===== src/rtl/multiplier_controller_taint_track_1bit.sv =====
// -----------------------------------------------------------------------------
// multiplier_controller_taint_track_1bit
//
// FSM controller for the 1-bit taint-tracked sequential shift-add multiplier
// datapath. It sequences LOAD, then WIDTH ADD/SHIFT pairs, then DONE. Every
// control strobe has a 1-bit taint companion. The companion is set when the
// decision that produced the strobe depended on tainted data.
//
// Optional feature: define MULT_CTRL_ABORT_EN to add the abort/abort_t inputs.
//
// Ports:
//   clk, reset        clock (posedge) and synchronous active-high reset
//   start, start_t    multiply request (sampled only in IDLE) and its taint
//   multiplierReg     datapath multiplier register, WIDTH bits
//   multiplierReg_t   taint of multiplierReg
//   abort, abort_t    (MULT_CTRL_ABORT_EN only) abandon operation, and taint
//   mrld/mdld         load multiplier/multiplicand registers
//   rsclear           clear running sum
//   rsload            add multiplicand into running sum (Mealy, ADD state)
//   rsshr             arithmetic shift running sum right by 1
//   busy              high in every state except IDLE
//   done              one-cycle pulse, product valid
//   *_t               taint companion of each strobe
// -----------------------------------------------------------------------------
module multiplier_controller_taint_track_1bit #(
    parameter int WIDTH = 4
) (
    input  logic             clk,
    input  logic             reset,
    input  logic             start,
    input  logic             start_t,
    input  logic [WIDTH-1:0] multiplierReg,
    input  logic             multiplierReg_t,
`ifdef MULT_CTRL_ABORT_EN
    input  logic             abort,
    input  logic             abort_t,
`endif
    output logic             mrld,
    output logic             mrld_t,
    output logic             mdld,
    output logic             mdld_t,
    output logic             rsclear,
    output logic             rsclear_t,
    output logic             rsload,
    output logic             rsload_t,
    output logic             rsshr,
    output logic             rsshr_t,
    output logic             busy,
    output logic             done,
    output logic             done_t
);

    localparam int CW = $clog2(WIDTH);
    localparam logic [CW-1:0] LAST = CW'(WIDTH - 1);

    typedef enum logic [2:0] {
        IDLE  = 3'd0,
        LOAD  = 3'd1,
        ADD   = 3'd2,
        SHIFT = 3'd3,
        DONE  = 3'd4
    } state_t;

    state_t        state;
    logic [CW-1:0] count;
    logic          ctrl_t;
    logic          abort_hit;
    logic          abort_taint;

`ifdef MULT_CTRL_ABORT_EN
    // Abort only acts in the working states; IDLE and DONE ignore it.
    assign abort_hit   = abort & ((state == LOAD) | (state == ADD) | (state == SHIFT));
    assign abort_taint = abort_t & (state != IDLE);
`else
    assign abort_hit   = 1'b0;
    assign abort_taint = 1'b0;
`endif

    // Strobes other than rsload are registered. They are computed for the
    // state being entered, so they line up with that state's cycle.
    always_ff @(posedge clk) begin
        if (reset) begin
            state   <= IDLE;
            count   <= '0;
            ctrl_t  <= 1'b0;
            mrld    <= 1'b0;
            mdld    <= 1'b0;
            rsclear <= 1'b0;
            rsshr   <= 1'b0;
            busy    <= 1'b0;
            done    <= 1'b0;
        end else begin
            mrld    <= 1'b0;
            mdld    <= 1'b0;
            rsclear <= 1'b0;
            rsshr   <= 1'b0;
            done    <= 1'b0;
            busy    <= 1'b1;
            case (state)
                IDLE: begin
                    // The accept/stay decision is tainted whatever start is.
                    if (start_t) ctrl_t <= 1'b1;
                    if (start) begin
                        state   <= LOAD;
                        mrld    <= 1'b1;
                        mdld    <= 1'b1;
                        rsclear <= 1'b1;
                    end else begin
                        busy <= 1'b0;
                    end
                end
                LOAD: begin
                    count <= '0;
                    state <= ADD;
                end
                ADD: begin
                    if (multiplierReg_t) ctrl_t <= 1'b1;
                    state <= SHIFT;
                    rsshr <= 1'b1;
                end
                SHIFT: begin
                    if (count == LAST) begin
                        state <= DONE;
                        done  <= 1'b1;
                    end else begin
                        count <= count + 1'b1;
                        state <= ADD;
                    end
                end
                DONE: begin
                    state <= IDLE;
                    busy  <= 1'b0;
                end
                default: begin
                    state <= IDLE;
                    busy  <= 1'b0;
                end
            endcase

            // Abort overrides the transition chosen above. The current
            // cycle's strobes are already out, so only the next ones are
            // cleared.
            if (abort_hit) begin
                state   <= IDLE;
                mrld    <= 1'b0;
                mdld    <= 1'b0;
                rsclear <= 1'b0;
                rsshr   <= 1'b0;
                done    <= 1'b0;
                busy    <= 1'b0;
            end
            if (abort_taint) ctrl_t <= 1'b1;
        end
    end

    always_comb begin
        rsload   = (state == ADD) & multiplierReg[count];
        rsload_t = ctrl_t | ((state == ADD) & multiplierReg_t);
    end

    assign mrld_t    = ctrl_t;
    assign mdld_t    = ctrl_t;
    assign rsclear_t = ctrl_t;
    assign rsshr_t   = ctrl_t;
    assign done_t    = ctrl_t;

endmodule


===== config.mk =====
export PLATFORM = sky130hd
export DESIGN_NAME = multiplier_controller_taint_track_1bit
export DESIGN_NICKNAME = d
export VERILOG_FILES = /design/src/rtl/multiplier_controller_taint_track_1bit.sv
export SDC_FILE = /design/constraint.sdc
export NUM_CORES = 1
export LEC_CHECK = 0
export ABC_AREA = 0
export CAP_MARGIN = 20
export CORE_AREA = 2 2 39 41
export CTS_CLUSTER_DIAMETER = 50
export DETAILED_ROUTE_END_ITERATION = 8
export DIE_AREA = 0 0 41 43
export PLACE_DENSITY = 0.74
export SLEW_MARGIN = 20
export SYNTH_ARGS = -nofsm -noshare
export SYNTH_HDL_FRONTEND = slang
export SYNTH_SLANG_ARGS = --single-unit

===== constraint.sdc =====
create_clock -name clk -period 3.4 [get_ports clk]
set_clock_uncertainty 0.1 [all_clocks]
set_input_delay 0.51 -clock clk [delete_from_list [all_inputs] [get_ports clk]]
set_output_delay 0.51 -clock clk [all_outputs]
set_load 0.02 [all_outputs]

==> results.md <==
- The run finished with clean final reports.
- The worst-case IR drop observed on VDD is between 0.2 and 0.3 mV.
- Input and output buffers added on the ports amount to 21.
- The total core area is about 0.0014 mm^2.
- The sum of negative setup slack is 0 ns.
- The die covers 0.00176 mm^2.
- The cell area after synthesis is 469 um^2.
- Across the run, the number of max-cap violations was 0.
- The final worst hold slack is approximately 0.4 ns.
- Synthesis inferred 10 register bits.
- Counting every net in the synthesized netlist gives 56.
- Setup repair after global routing left no endpoint under its margin.
- In the final layout, the share of cells above drive strength 1 is 0.143.
- The congestion estimate from routability-driven global placement came to approximately 0.74.
- The die is roughly 43 um tall.
- The met2 routed wirelength is between 400 and 500 um.
- The fmax is roughly 0.37 GHz.
- The first global-routing pass estimated 1.35 mm of wire.
- Row generation in the floorplan step produced 14 rows.
- The initial utilization of the core area, before any placement, comes to 0.339.
- The iteration count of the initial detailed-routing pass is 2.
- Along the worst hold path, the cell count comes to 2.
- The sequential-to-total area share from yosys stat is 0.427.
- At the placement stage, the worst setup path has a slack of between 0.7 and 0.8 ns.
- Data on the critical path is required at its endpoint by 2.79 ns.
- For the worst setup path, the data arrival time is between 2 and 2.5 ns.
- The hold path startpoint is count[1]$_SDFFE_PP0P_.
- The number of buffers between clock root and the deepest sink is 2.
- The total power draw is ~0.31 mW.
- The instance area at placement is ~640 um^2.
- In this run the number of H-tree levels came out at 1.
- By area the synthesized netlist is led by dfxtp_1, buf_4, a2111oi_4, mux4_2, nor2_1.
- The total power divided by cell area is approximately 450 mW/mm^2.
- The total via count in the routed design is roughly 370.
- In this run the critical register-to-register path is launched from count[0]$_SDFFE_PP0P_.
- The worst pin sits at a relative slew slack of 0.718.
- The count of endpoints failing hold in the final timing report came to 0.
- The clock period could shrink to 2.69 ns.
- Pin placement for this block handled 22 I/O pins.
- Setup slack on the critical path of the routed design comes to approximately 0.7 ns.
- The number of buffers inserted during clock tree synthesis is 3.
- Tracing the worst setup path back leads to its startpoint at multiplierReg[3].
- In this run, the number of DRC markers left after iteration 0 of detailed routing was 1.
- Compared with the post-synthesis result, the final layout area differs by 44.0%.
- The number of setup violations in the final report is 0.
- The biggest area consumer among synthesized cells is dfxtp_1.
- The path category of the worst min-delay check is register to register.
- The horizontal extent of the die is 41 um.
- The number of warning messages in the yosys log is 0.
- Across the whole layout, storage elements account for around 200 um^2.
- The critical path class is input port to primary output.
- TritonCTS built the clock tree.
- In the final layout, the multi-input gates occupy ~210 um^2.
- The initial antenna violation count was 0.
- Along the worst path, the maximum fanout reaches 1.
- The number of buffers inserted to repair setup after CTS is 0.
- The maximum number of pins on one net before global-route repair is 11.
- The length in cells of the worst reg-to-reg path is 3.
- Dividing the final minimum period by the clock period gives 0.791.
- Gates resized during post-CTS repair numbered 0.
- The startpoint class of the critical path is an input port.
- In the detailed route, the total length drawn on met3 is 81 um.
- The half-perimeter wire length of the detailed placement result is 651 um.
- After clock tree synthesis, the flow added hold-fix buffers numbering 0.
- The max-slew violation count is 0.
- The via-per-instance ratio is 4.70.
- The latest clock arrival within the worst-skew pair is between 0.2 and 0.3 ns.
- After filler insertion, the fill cell instance count of the layout stands at approximately 140.
- Dividing the detail-routed wire length by the instance count gives ~11 um.
- The overall fraction of global-route tracks in use is 0.116.
- The count of unique library cells instantiated by Yosys is 20.
- The post-route DRC violation count is 0.
- The CTS clock-pin slew for the worst setup and hold paths is about 0.060 ns.
- The post-synthesis cell count is between 40 and 50.
- The slew at the pin closest to its max-slew limit is between 0.4 and 0.5 ns.
- The number of nets with antenna violations after detailed routing is 0.
- The repair_antennas step left the layout with diodes totalling 0.
- The leakage dissipation is between 0.2 and 0.25 nW.
- The uppermost layer routed is met3.
- The clock tree root buffer cell is clkbuf_4.
- The residual overflow from global routing is 0.
- The total number of clock tree sinks is 10.
- The total non-filler cell area in the finished layout is 676 um^2.
- The wire length on met1 is 338 um.
- The area fraction of the dominant cell type after synthesis is 0.427.
- The via count of the first global-routing pass is roughly 320.
- The final layout contains routed wiring with a total length of approximately 840 um.
- The post-synthesis average cell area is 10.2 um^2.
- The worst setup path is captured at a primary output.
- The number of nets at the end of the flow is between 70 and 80.
-- layout make-up --
type	count	share of cell area
sequential	10	0.296
tap	16	0.0296
multi-input combinational	28	0.309
clock buffer	4	0.0537
timing repair buffer	21	0.311
-- cells in the final DEF (no fill, tap or decap), drive strengths merged, types with 2 or more instances in the layout --
cell type / n
nor3: 2
nand2: 2
clkbuf: 4
nand2b: 2
clkdlybuf4s50: 21
and3: 2
dfxtp: 10
nor3b: 2
nor2: 5
a21oi: 3
o21ai: 2
-- synthesized netlist by cell type --
cell	count
a2111oi_4	1
a21oi_1	3
a31o_2	1
and2_1	1
and3_1	2
and4bb_2	1
buf_4	6
buf_6	1
clkbuf_1	1
dfxtp_1	10
ha_1	1
mux2_2	1
mux4_2	1
nand2_1	2
nand2b_1	2
nor2_1	5
nor3_1	2
nor3b_1	2
nor4_1	1
o21ai_0	2
-- state kept, by name, indices dropped and copies added, names as in the netlist --
signal   cells
done         1
count        2
busy         1
state        3
rsclear      1
rsshr        1
done_t       1
-- metal layers --
metal  global-route usage  up-vias
met4               0.0200        0
met5                    0        -
met2                0.181       17
li1                     -      191
met1                0.128      163
met3               0.0785        0
-- power by group --
group	switching, mW	leakage, nW	total [mW]	internal, mW
Sequential	0.00874	0.0820	0.133	0.124
Clock	0.0367	0.0210	0.102	0.0648
Combinational	0.0321	0.146	0.0720	0.0400
Total	0.0775	0.249	0.306	0.229
-- critical path, stage by stage --
cell and delay, ns:
clkdlybuf4s50_1 0.40, mux4_2 0.45, and3_1 0.19, clkdlybuf4s50_1 0.53
-- path summary, 6_finish.rpt --
path,end,slack [ns]
setup / recovery,rsload,0.71
hold / removal,count[1]$_SDFFE_PP0P_,0.41
setup reg to reg,state[1]$_SDFFE_PP0P_,2.10
hold reg to reg,count[1]$_SDFFE_PP0P_,0.41
-- cells by family (layout without fill, tap and decap cells) --
family          after synthesis  after routing  share of synthesized area
buf+inv                       8             25                      0.128
flops                        10             10                      0.427
compound gates                7              7                      0.131
simple gates                 18             18                      0.216
mux                           2              2                     0.0720
fa+ha+maj                     1              1                     0.0267
-- metrics by stage --
stage	cells	utilization
after floorplan	46	-
after global placement	75	0.462
after detailed placement	75	0.462
after CTS	79	0.488
after global routing	79	0.488
final	79	0.488
Note: power is estimated with default switching activity, not from simulation.
